<file path="src/rtl/counter_ctrl.sv">
// counter_ctrl: front-panel control for tt_um_up_down_counter.
// Each raw button is synchronised and debounced. Press edges drive a
// four-state run-mode FSM that produces the counter's enable, up_down,
// set and set_value controls.
// Optional feature macro: COUNTER_CTRL_AUTOSTOP_EN. When it is defined,
// enable is forced low at the terminal count and the FSM returns to IDLE.
// When it is undefined, count_in is ignored and the counter wraps freely.
module counter_ctrl #(
    parameter int unsigned DEBOUNCE_CYCLES = 4
) (
    input  logic       clk,
    input  logic       rst_n,
    input  logic       btn_up,
    input  logic       btn_down,
    input  logic       btn_stop,
    input  logic       btn_load,
    input  logic [3:0] load_value,
    input  logic [3:0] count_in,
    output logic       enable,
    output logic       up_down,
    output logic       set,
    output logic [3:0] set_value,
    output logic [1:0] state
);

    localparam int unsigned CNT_W    = $clog2(DEBOUNCE_CYCLES + 1);
    localparam int unsigned NUM_BTN  = 4;
    localparam int unsigned BTN_UP   = 0;
    localparam int unsigned BTN_DOWN = 1;
    localparam int unsigned BTN_STOP = 2;
    localparam int unsigned BTN_LOAD = 3;

    localparam logic [1:0] IDLE     = 2'b00;
    localparam logic [1:0] RUN_UP   = 2'b01;
    localparam logic [1:0] RUN_DOWN = 2'b10;
    localparam logic [1:0] LOAD     = 2'b11;

    logic [NUM_BTN-1:0] btn_raw;
    logic [NUM_BTN-1:0] sync_s1;
    logic [NUM_BTN-1:0] sync_s2;
    logic [NUM_BTN-1:0] db;
    logic [NUM_BTN-1:0] db_q;
    logic [NUM_BTN-1:0] press;
    logic [CNT_W-1:0]   cnt [NUM_BTN];

    logic [1:0] next_state;
    logic       enable_q;
    logic       at_limit;

    assign btn_raw = {btn_load, btn_stop, btn_down, btn_up};

    // Two-flop synchronisers for the asynchronous buttons
    always_ff @(posedge clk or negedge rst_n) begin
        if (!rst_n) begin
            sync_s1 <= '0;
            sync_s2 <= '0;
        end else begin
            sync_s1 <= btn_raw;
            sync_s2 <= sync_s1;
        end
    end

    // Debounce: accept a new level only after it has been stable long enough
    always_ff @(posedge clk or negedge rst_n) begin
        if (!rst_n) begin
            db <= '0;
            for (int i = 0; i < NUM_BTN; i++) begin
                cnt[i] <= '0;
            end
        end else begin
            for (int i = 0; i < NUM_BTN; i++) begin
                if (sync_s2[i] == db[i]) begin
                    cnt[i] <= '0;
                end else if (cnt[i] == CNT_W'(DEBOUNCE_CYCLES - 1)) begin
                    db[i]  <= sync_s2[i];
                    cnt[i] <= '0;
                end else begin
                    cnt[i] <= cnt[i] + CNT_W'(1);
                end
            end
        end
    end

    // Delayed debounced level, used to detect press edges
    always_ff @(posedge clk or negedge rst_n) begin
        if (!rst_n) begin
            db_q <= '0;
        end else begin
            db_q <= db;
        end
    end

    assign press = db & ~db_q;

`ifdef COUNTER_CTRL_AUTOSTOP_EN
    // Terminal count in the current run direction
    assign at_limit = ((state == RUN_UP)   && (count_in == 4'hF)) ||
                      ((state == RUN_DOWN) && (count_in == 4'h0));
    assign enable   = enable_q & ~at_limit;
`else
    logic unused_count_in;

    assign at_limit        = 1'b0;
    assign enable          = enable_q;
    assign unused_count_in = ^count_in;
`endif

    // FSM state register
    always_ff @(posedge clk or negedge rst_n) begin
        if (!rst_n) begin
            state <= IDLE;
        end else begin
            state <= next_state;
        end
    end

    // Next state: presses take priority stop > load > up > down
    always_comb begin
        next_state = state;
        if (press[BTN_STOP]) begin
            next_state = IDLE;
        end else if (press[BTN_LOAD]) begin
            next_state = LOAD;
        end else if (press[BTN_UP]) begin
            next_state = RUN_UP;
        end else if (press[BTN_DOWN]) begin
            next_state = RUN_DOWN;
        end else if (state == LOAD) begin
            next_state = IDLE;
        end else if (at_limit) begin
            next_state = IDLE;
        end
    end

    // Registered outputs derived from the upcoming state
    always_ff @(posedge clk or negedge rst_n) begin
        if (!rst_n) begin
            enable_q  <= 1'b0;
            up_down   <= 1'b0;
            set       <= 1'b0;
            set_value <= 4'h0;
        end else begin
            enable_q <= (next_state == RUN_UP) || (next_state == RUN_DOWN);
            set      <= (next_state == LOAD);
            if (next_state == RUN_UP) begin
                up_down <= 1'b1;
            end else if (next_state == RUN_DOWN) begin
                up_down <= 1'b0;
            end
            if (press[BTN_LOAD] && !press[BTN_STOP]) begin
                set_value <= load_value;
            end
        end
    end

endmodule

</file>
<file path="config.mk">
export PLATFORM = sky130hd
export DESIGN_NAME = counter_ctrl
export DESIGN_NICKNAME = d
export VERILOG_FILES = /design/src/rtl/counter_ctrl.sv
export SDC_FILE = /design/constraint.sdc
export NUM_CORES = 1
export LEC_CHECK = 0
export BUFFER_PORTS_ARGS = -buffer_cell sky130_fd_sc_hd__buf_2
export CAP_MARGIN = 5
export CORE_MARGIN = 1.5
export CORE_UTILIZATION = 48
export DETAILED_ROUTE_END_ITERATION = 12
export GPL_TIMING_DRIVEN = 0
export PLACE_DENSITY = 0.8
export SLEW_MARGIN = 20
export SYNTH_ARGS = -nofsm -noshare
export SYNTH_HDL_FRONTEND = slang
export SYNTH_SLANG_ARGS = --single-unit
</file>
<file path="constraint.sdc">
create_clock -name clk -period 1.41 [get_ports clk]
set_input_delay 0.0705 -clock clk [delete_from_list [all_inputs] [get_ports clk]]
set_output_delay 0.0705 -clock clk [all_outputs]
set_load 0.005 [all_outputs]
</file>
==> results of run 1 <==
what timing repair did:
item                       CTS  global route
setup buffers                3             1
gates resized for setup      2             3
hold buffers                 9             0
hold endpoints to repair    45             0
pin swaps                    2             1
gates cloned                 0             0
setup endpoints to repair    1             2
state kept, by name (all words and copies together), names as in the netlist:
name,count
cnt,12
db,4
db_q,4
set_value,4
sync_s1,4
sync_s2,4
state,2
enable,1
set,1
up_down,1
worst max path at each step:
| stage | from | end | slack [ns] |
|---|---|---|---|
| finish | db_q[2] | up_down | -0.13 |
| CTS | db_q[2] | up_down | -0.11 |
| detailed placement | db[2] | up_down | -0.18 |
| global route | db_q[2] | up_down | -0.19 |
| global placement | db[2] | up_down | -0.16 |
| floorplan | db[2] | up_down | -0.09 |
critical path: cells and delay by family, from the launching register on:
| family | cells | cell delay (ns) |
|---|---|---|
| flops | 1 | 0.38 |
| simple gates | 2 | 0.35 |
| mux | 1 | 0.28 |
| fa+ha+maj | 1 | 0.27 |
| compound gates | 1 | 0.15 |
final cells by class:
cell class	count	area, um2
sequential	37	926
clock buffer	7	55.1
multi-input combinational	46	455
fill	213	1020
inverter	2	7.51
timing repair buffer	31	210
tap	31	38.8
cell families (layout without fill, tap and decap cells):
| group | Yosys count | in the layout | share of synthesized area |
|---|---|---|---|
| AO/OA/AOI/OAI | 4 | 4 | 0.0194 |
| XOR/XNOR | 4 | 4 | 0.0259 |
| adder cells (fa/ha/maj) | 6 | 6 | 0.0554 |
| buffers and inverters | 2 | 40 | 0.00554 |
| flip-flops | 37 | 37 | 0.683 |
| multiplexers | 9 | 9 | 0.0859 |
| AND/OR/NAND/NOR | 23 | 23 | 0.125 |
per-layer routing:
| layer | global-route usage | part of all wire | vias up |
|---|---|---|---|
| met5 | 0 | 0 | - |
| met4 | 0.0714 | 0.016 | 0 |
| met3 | 0.0837 | 0.056 | 5 |
| met2 | 0.245 | 0.51 | 20 |
| met1 | 0.183 | 0.42 | 380 |
| li1 | - | - | 366 |
through the flow:
step / setup TNS (ns) / instances / area (um2) / worst slack, ns
after detailed placement: -0.184 / 134 / 1490 / -0.184
after global placement: -0.156 / 134 / 1490 / -0.156
final: -0.126 / 154 / 1690 / -0.126
after floorplan: -0.0909 / 85 / 1360 / -0.0909
after CTS: -0.114 / 153 / 1670 / -0.114
after global routing: -0.220 / 154 / 1690 / -0.188
power breakdown:
part	internal (W)	switching, W	total [W]
registers	0.00141	0.000188	0.00160
clock network	0.000235	0.000297	0.000533
logic	0.000754	0.000568	0.00132
total	0.00240	0.00105	0.00345
Yosys cell counts (all sizes together):
cell type and n:
nor2 1, or2b 1, nand2b 3, nor3b 8, o21ai 1, dfrtp 37
inv 2, a31oi 2, nand3 1, a31o 1, nor3 4, ha 6
xnor2 4, and2b 1, nor2b 4, mux2 9
==> results summary, run 1 <==
For this run, design rule violations remaining after detail routing come to 0. Setup repair after global routing could not meet its margin everywhere. Dividing the synthesized area by the synthesized cell count gives 15.9 um2.

The pin count of the biggest net entering global routing came out at 38. The worst hold path belongs to the class input port to asynchronous set/reset pin. TritonCTS built the clock tree. The checks that failed: setup timing. The critical path in this run is classified as flop to flop. The area added between synthesis and finish came out at 24.9%. The power after layout came out at between 0.003 and 0.004 W. The number of distinct library cells after synthesis came out at 19. The leading cell type in the layout, fill and taps excluded is dfrtp_1. From left edge to right edge, the die measures 56.1 um.

After synthesis, the cell types taking the most area are dfrtp_1 (68%), ha_1 (5.5%), mux2_4 (4.4%). Setup violations remaining at the end of the flow were counted as 1. Leaving out fill and tap cells, the most frequent cells in the layout are dfrtp_1 (37), buf_2 (18), dlygate4sd3_1 (9).

The worst voltage drop across the vdd grid came out at 1.41 mV. The worst setup path is launched from a flop. For this run, the number of Yosys warnings is 0.

The max-slew violation count was 0. The wire length reported by the detailed router is 1970 um. The global-route wire length before repair came out at between 3000 and 4000 um.

The row count is 19. At the end of routability-driven placement, the weighted congestion stood at slightly above 0.7. The initial cell density of the core is 0.500. Walking the worst path, the cells encountered are and2b_4 -> nor2_8 -> a31oi_2 -> ha_1 -> mux2_2. The floorplan die height is 56.1 um. In the finished design, the share of the clock period the worst path needs comes to 1.09. The top-level I/O count is 23. The H-tree generated during clock tree synthesis spans 2 levels. The delay of the slowest cell on the worst path came out at 0.38 ns. The number of cells on the worst reg-to-reg path is 5.

Global routing finished with a remaining overflow of 0. STA classifies the critical path endpoint as a flop. The clock-pin slew of the registers on the worst-case setup and hold paths came out at approximately 0.10 ns. The number of global-route vias before repair came out at 837.

The worst-case setup margin in the final layout came out at -0.126 ns. The number of buffers inserted during clock tree synthesis is 5. The total of max-cap violations came out at 0. The mean routed wirelength per cell is approximately 13 um. The final layout net count came out at about 140. The worst path required time came out at ~1.6 ns.

The total power per unit cell area came out at just over 2000 mW/mm2. The diode insertion count for antenna repair came out at 0. The source-to-sink clock delay at the later pin of the worst-skew pair is around 0.33 ns. The remaining antenna violation count came out at 0. For flop-to-flop paths, the worst setup slack is -0.13 ns. The number of failing hold endpoints at the final stage came out at 0. The initial antenna violation count came out at 0. The number of vias after detailed routing came out at a little under 800. The number of nets produced by synthesis came out at 105.

The slowest stage of the critical path is the dfrtp_1 cell. The fraction of the yosys area taken by sequential cells is 0.683. In this run the standard cell core region covers approximately 0.0027 mm2. The final core utilization is 0.625. The analysis attributes to cell leakage a power of 0.820 nW. Hold timing on the final database bottoms out at a slack of about 0.34 ns. The final worst clock skew is around 0.0055 ns. The slew at the pin closest to its max-slew limit is ~0.76 ns. The capturing point of the worst reg2reg path is up_down.

Clock tree synthesis selected as its root buffer the cell clkbuf_4. The largest total area in the synthesized netlist belongs to dfrtp_1. The count of TritonRoute iterations in the first routing pass came out at 4. The flow ran to the end, but the final reports show violations. The worst pin sits at a relative slew slack of 0.492. The combined global-route utilization of all metal layers came out at 0.159. The time the worst path needs with I/O delays and setup is between 1.5 and 2 ns.

The peak fanout along the critical path came out at 2. The number of instances in the synthesized netlist came out at 85. The number of I/O port buffers came out at 18. The share of final-layout standard cells stronger than drive strength 1 came out at 0.325.

The CTS sink count came out at 37. At the worst endpoint, the arrival time is 1.75 ns. The number of violations reported at the end of detailed-routing iteration 0 came out at 6. Counting flops and latches in the post-synthesis netlist gives 37. The total half-perimeter wirelength after legalization and detailed placement is 1280 um. The area of the mapped netlist came out at around 0.0014 mm2.

The number of buffers on the longest clock path is 2. The number of vias per cell came out at 5.01. The worst register-to-register path begins at db_q[2].

The top achievable clock speed came out at roughly 0.65 GHz. The top-area cell type share of the netlist area came out at 0.683. The die footprint came out at between 0.003 and 0.004 mm2.
Power figures use the tool's default switching activity.
==> run 2: changes to the inputs <==
--- a/config.mk
+++ b/config.mk
@@ -7,6 +7,7 @@
 export LEC_CHECK = 0
 export BUFFER_PORTS_ARGS = -buffer_cell sky130_fd_sc_hd__buf_2
 export CAP_MARGIN = 5
+export CORE_ASPECT_RATIO = 1.4
 export CORE_MARGIN = 1.5
 export CORE_UTILIZATION = 48
 export DETAILED_ROUTE_END_ITERATION = 12
==> run 2 against run 1 <==
  * The flow still finishes with violations (setup timing)
  * Maximum frequency is 1.2% higher
  * Sequential cell count is the same
  * Design area is 2.1% higher
  * Die area grew 0.15%
  * Worst setup slack better by 0.018 ns
  * Sequential power about the same
  * Utilization grew 3.0 points
  * Via count down 1.0%
  * Wire length grew 0.91%
  * Critical path type unchanged
  * Highest routed layer unchanged
==> results summary, run 2 (synthesis gave the netlist of run 1 again) <==
The run finished, with violations left. The checks that failed: setup timing. The count of placed standard cells in the final layout, fillers left out is about 160. The number of buffers inserted during clock tree synthesis came out at 5. The met1 usage came out at 0.157. Prior to clock tree synthesis, the placed netlist has a worst setup slack of -0.180 ns. During I/O placement, the number of pins put on the boundary was 23. The total power per unit cell area is roughly 2100 mW/mm2. The first detailed-routing pass ran for 3 iterations.

Routability-driven placement finished with a final weighted congestion of approximately 0.76. The tightest min-delay check is of the input port to asynchronous set/reset pin type. Leaving out fill and tap cells, the most frequent cell in the layout is dfrtp_1. The number of violations reported at the end of detailed-routing iteration 0 is 1. The cell leakage power came out at approximately 0.82 nW.

The width of the die is 47.9 um. The share of final-layout standard cells stronger than drive strength 1 is 0.350. The final layout net count is 143.

Entering global routing, the biggest net connects 38 pins. The number of cells in the design after placement is 139. On the critical path, the stage with the largest delay is an instance of dfrtp_1. The combined global-route utilization of all metal layers came out at 0.149.

The floorplan die height is about 66 um. The number of I/O port buffers came out at 18. Counting the fill cells in the layout gives 194. The worst path required time is between 1.5 and 2 ns. The total cell area at the placement stage came out at 0.00150 mm2. The clock reaches the later pin of the worst-skew pair after around 0.34 ns.

The number of failing hold endpoints at the final stage came out at 0. The mean routed wirelength per cell came out at roughly 12 um. In the global route stage, met2 resource usage came out at 0.237. Setup repair after global routing could not meet its margin everywhere.

The final cycle utilization of the critical path is 1.08. The number of buffers on the longest clock path came out at 2. The number of flip-flops in the largest register is 12.

The routed design could run at a clock period as short as about 1.5 ns. The storage element area is roughly 930 um2. The largest register by flop count is cnt.

The clock-pin slew of the registers on the worst-case setup and hold paths is about 0.1 ns. The met3 track utilization from global routing is 0.0656. The total of max-cap violations came out at 0. After global routing, the most crowded layer is met2. The total half-perimeter wirelength after legalization and detailed placement is approximately 1200 um. The H-tree level count came out at 2. CTS placed an instance of clkbuf_4 at the clock tree root. The cell area after layout came out at 0.00173 mm2. The first global-routing pass estimated around 3200 um of wire. The number of global-route vias before repair was 784. The worst slew margin relative to its limit is 0.489.

The count of endpoints failing setup in the final report is 1. The row count came out at 22. The floorplan step defined a die boundary enclosing approximately 0.0032 mm2. The area of the placeable core is approximately 0.0026 mm2. The max-slew violation count is 0.

CTS saw 37 sinks. For this block, the via count after detailed routing is ~760. The wire length reported by the detailed router is just under 2000 um. The top achievable clock speed is 0.659 GHz. On the worst path, the slowest cell contributes a delay of around 0.39 ns. TritonCTS built the clock tree. The sum of overflow across all layers after global routing is 0.

The number of vias per cell is 4.80. The diode insertion count for antenna repair came out at 0. The signal arrival time at the worst endpoint is 1.75 ns. The area added between synthesis and finish came out at 27.6%. The multi-input logic area is 485 um2. Walking the worst path, the cells encountered are and2b_4 -> nor2_8 -> a31oi_4 -> ha_4 -> mux2_2. The initial cell density of the core came out at 0.513. Leaving out fill and tap cells, the most frequent cells in the layout are dfrtp_1 (37), buf_2 (18), dlygate4sd3_1 (9). The initial antenna violation count came out at 0. The worst setup path is launched from a flop. After layout, the worst setup slack is -0.108 ns. The worst setup path is captured at a flop. The final worst clock skew is about 0.0056 ns. The remaining antenna violation count is 0. Of all nets on the critical path, the largest fanout is 2. The slew at the pin closest to its max-slew limit came out at between 0.7 and 0.8 ns. The setup path with the least slack is of type flop to flop. After detailed routing, the number of remaining DRC violations is 0. The worst-case IR drop observed on VDD is around 1.0 mV.
## run 2: cell counts in the layout (fill, tap and decap cells not counted)
No cell type changed its count.
## run 2: final cells by class
type	count	area share
well taps	36	0.0260
flip-flops and latches	37	0.535
repair buffers	31	0.122
multi-input cells	46	0.281
inverters	2	0.00434
clock buffers	7	0.0318
## run 2: report_power, final
part           leakage (nW)  switching, W  total (W)  internal, W
Clock                0.0314      0.000317   0.000552     0.000235
Sequential            0.458      0.000197    0.00161      0.00141
Combinational         0.335      0.000640    0.00146     0.000817
Total                 0.825       0.00115    0.00362      0.00246
## run 2: worst max-delay path, delay by kind of cell, from the launching register on
kind / cells / cell delay [ns]
DFF: 1 / 0.39
and+or+nand+nor: 2 / 0.37
muxes: 1 / 0.26
adders and majority gates: 1 / 0.23
AOI/OAI and AO/OA: 1 / 0.16
## run 2: per-stage QoR
step | hold slack (ns) | util | total power, W | TNS (ns)
after detailed placement | 0.180 | 0.566 | 0.00271 | -0.180
after floorplan | -0.225 | - | 0.00241 | -0.0909
after global placement | 0.178 | 0.566 | 0.00264 | -0.156
final | 0.330 | 0.654 | 0.00362 | -0.108
after CTS | 0.356 | 0.629 | 0.00335 | -0.147
after global routing | 0.347 | 0.654 | 0.00387 | -0.173
## run 2: path summary, 6_finish.rpt
path / endpoint / startpoint / cells past startpoint / slack (ns)
min in group clk: sync_s2[1] / sync_s1[1] / 0 / 0.36
hold / removal: sync_s1[2] / rst_n / 2 / 0.33
max in group asynchronous: cnt[9] / rst_n / 2 / 0.59
setup / recovery: up_down / db_q[2] / 5 / -0.11
hold reg to reg: sync_s2[1] / sync_s1[1] / 0 / 0.36
setup reg to reg: up_down / db_q[2] / 5 / -0.11
## run 2: what timing repair did
| action | in CTS | in global routing |
|---|---|---|
| pin swaps | 1 | 2 |
| setup endpoints to repair | 1 | 1 |
| setup buffers | 2 | 2 |
| gates resized for setup | 1 | 8 |
| endpoints found under the hold margin | 45 | 0 |
| hold buffers | 9 | 0 |
## run 2: layer usage
layer / vias to the layer above / wire (um)
met3: 6 / 82
li1: 363 / -
met5: - / 0
met2: 19 / 1020
met4: 0 / 69
met1: 375 / 811
==> run 3: changes to the inputs <==
--- a/config.mk
+++ b/config.mk
@@ -13,6 +13,7 @@
 export DETAILED_ROUTE_END_ITERATION = 12
 export GPL_TIMING_DRIVEN = 0
 export PLACE_DENSITY = 0.8
+export REMOVE_ABC_BUFFERS = 1
 export SLEW_MARGIN = 20
 export SYNTH_ARGS = -nofsm -noshare
 export SYNTH_HDL_FRONTEND = slang
==> run 3 against run 2 <==
  * The flow still finishes with violations (setup timing)
  * Utilization is 0.28 points higher
  * Clock skew is 0.0024 ns lower
  * Final cell count stayed put
  * First-iteration DRC count grew to 9.0 times the previous value
  * Sequential power hardly changed
  * Count of clock-buffer cells in the layout stayed put
  * Combinational power is 3% higher
  * Design area is 0.43% higher
  * Register-to-register slack better by 0.03 ns
  * Maximum frequency is 2.1% higher
  * Via count is 0.39% higher
  * Clock power is 2% lower
  * Highest routed layer unchanged
==> results summary, run 3 (synthesis gave the netlist of run 1 again) <==
The run finished, with violations left. The final reports fail on setup timing. The top-level I/O count came out at 23.

In this run the critical register-to-register path is launched from db_q[2]. The capturing point of the worst reg2reg path is up_down. STA classifies the critical path startpoint as a flop. In the routed layout, each cell is associated on average with a via count of between 4 and 5. In this run the static leakage power is 0.829 nW. By startpoint and endpoint, the worst setup path is classified as flop to flop. At the end of the flow the core is filled with cells to 0.657. The initial cell density of the core came out at 0.513. The area added between synthesis and finish is 28.2%. The cell family contributing the most delay on the critical path is flip-flops. The combined global-route utilization of all metal layers came out at 0.167. Leaving out fill and tap cells, the most frequent cells in the layout are dfrtp_1 (37), buf_2 (18), dlygate4sd3_1 (9). Before CTS, the worst setup slack after placement is -0.223 ns. The signal arrival time at the worst endpoint is roughly 1.7 ns.

The total of max-cap violations is 0. Across all setup checks in the final design, the least slack found is -0.0771 ns. The met1 routed wirelength after detailed routing came out at roughly 800 um. In this run the worst path has a maximum fanout of 2. The last weighted congestion value of the routability-driven placer came out at around 0.8. In this run the register-to-register setup slack is -0.08 ns. The initial antenna violation count is 0. The sum of overflow across all layers after global routing is 0. Setup repair after global routing could not meet its margin everywhere.

The die footprint came out at between 0.003 and 0.004 mm2. The worst path required time is roughly 1.6 ns. Summed over all nets, wire length on met3 after detailed routing comes to 82 um. The number of I/O port buffers came out at 18. The signal on the critical path passes through and2b_4 -> nor2_8 -> a31oi_4 -> ha_4 -> mux2_2. The remaining antenna violation count came out at 0.

The number of failing hold endpoints at the final stage was 0. The number of buffers inserted during clock tree synthesis came out at 5. The worst pin sits at a relative slew slack of 0.487. Entering global routing, the biggest net connects 38 pins. The number of vias after detailed routing is between 700 and 800. The width of the die is 47.9 um. The CTS sink count came out at 37.

The count of TritonRoute iterations in the first routing pass came out at 2. TritonCTS built the clock tree. Leaving out fill and tap cells, the most frequent cell in the layout is dfrtp_1. The number of buffers on the longest clock path came out at 2. The worst hold path class is input port to asynchronous set/reset pin. The final cycle utilization of the critical path is 1.05. The number of cell instances on the worst register-to-register path is 5.

The row count came out at 22. cnt holds more flip-flops than any other register. The storage element area came out at around 930 um2. The max-slew violation count is 0. The later pin in the worst-skew pair is clocked with a latency of 0.34 ns. The first global-routing pass estimated 3500 um of wire. In this run the clock root is driven by a clkbuf_4. The highest layer touched by signal routing is met4.

The final layout net count is roughly 140. Across the routed clock network, the largest skew measured is 0.00319 ns. The core region is ~0.0026 mm2. Dividing total power by cell area gives a power density of 2110 mW/mm2. The wire length reported by the detailed router is 2040 um. Summed over all nets, the half-perimeter wirelength after detailed placement is 1320 um. The count of endpoints failing setup in the final report is 1.

The post-route DRC violation count came out at 0. The layout filler cell count came out at 210. The H-tree level count came out at 2. The worst voltage drop across the vdd grid is about 1.2 mV. The register with the most flip-flops in the layout has 12 of them. The die is around 66 um tall. The top achievable clock speed is about 0.67 GHz. The tightest hold path in the finished design has a slack of 0.337 ns. The delay of the slowest cell on the worst path came out at ~0.4 ns. The number of violations reported at the end of detailed-routing iteration 0 came out at 9. In the final layout, the share of cells above drive strength 1 is 0.358. After routing, the total negative slack on setup checks comes to -0.0771 ns. The worst setup path is captured at a flop. The multi-input logic area came out at around 500 um2. The total buffers and inverters traversed by the critical path came out at 0. The repair_antennas step left the layout with diodes totalling 0. The slew at the pin closest to its max-slew limit came out at between 0.7 and 0.8 ns. The smallest clock period supported by the final layout is computed as 1.49 ns.

The met2 wire length came out at approximately 1100 um. The number of global-route vias before repair came out at around 870. Among all stages on the critical path, the largest delay is contributed by dfrtp_1. Clock-pin slew was measured on the worst setup and hold paths at 0.10 ns.

In the final routed layout, each cell accounts on average for around 13 um.
run 3: cell counts in the layout (fill, tap and decap cells not counted):
Identical to the previous run, type by type.
run 3: cell type report:
class / count / area share
clock buffer: 7 / 0.0317
multi-input combinational: 46 / 0.284
inverter: 2 / 0.00432
sequential: 37 / 0.533
tap: 36 / 0.0259
timing repair buffer: 31 / 0.121
run 3: power by group:
part | leakage, nW | internal (W) | switching (W) | total (W)
clock | 0.0314 | 0.000235 | 0.000308 | 0.000543
combinational | 0.339 | 0.000866 | 0.000636 | 0.00150
sequential | 0.458 | 0.00141 | 0.000209 | 0.00162
total | 0.829 | 0.00251 | 0.00115 | 0.00366
run 3: metrics by stage:
step / power [W] / cell area [um2] / std cells
final: 0.00366 / 1740 / 159
after global routing: 0.00397 / 1740 / 159
after CTS: 0.00362 / 1720 / 159
after detailed placement: 0.00272 / 1490 / 139
after global placement: 0.00263 / 1490 / 139
after floorplan: 0.00238 / 1360 / 85
run 3: timing repair:
item	CTS	global route
buffers inserted	4	0
endpoints found under the hold margin	45	0
setup endpoints to repair	1	3
resized for setup	9	2
pin swaps	3	1
hold buffers	9	0
run 3: worst max path at each step:
stage                  from      end  slack (ns)  cells past startpoint
floorplan             db[2]  up_down       -0.12                      5
global placement      db[2]  up_down       -0.18                      5
detailed placement    db[2]  up_down       -0.22                      5
CTS                 db_q[2]  up_down       -0.11                      5
global route        db_q[2]  up_down       -0.12                      5
finish              db_q[2]  up_down       -0.08                      5
run 3: layer usage:
metal  global-route usage  up-vias
met5                    0        -
met4                0.111        0
met3               0.0574        7
met2                0.270       21
met1                0.173      371
li1                     -      367
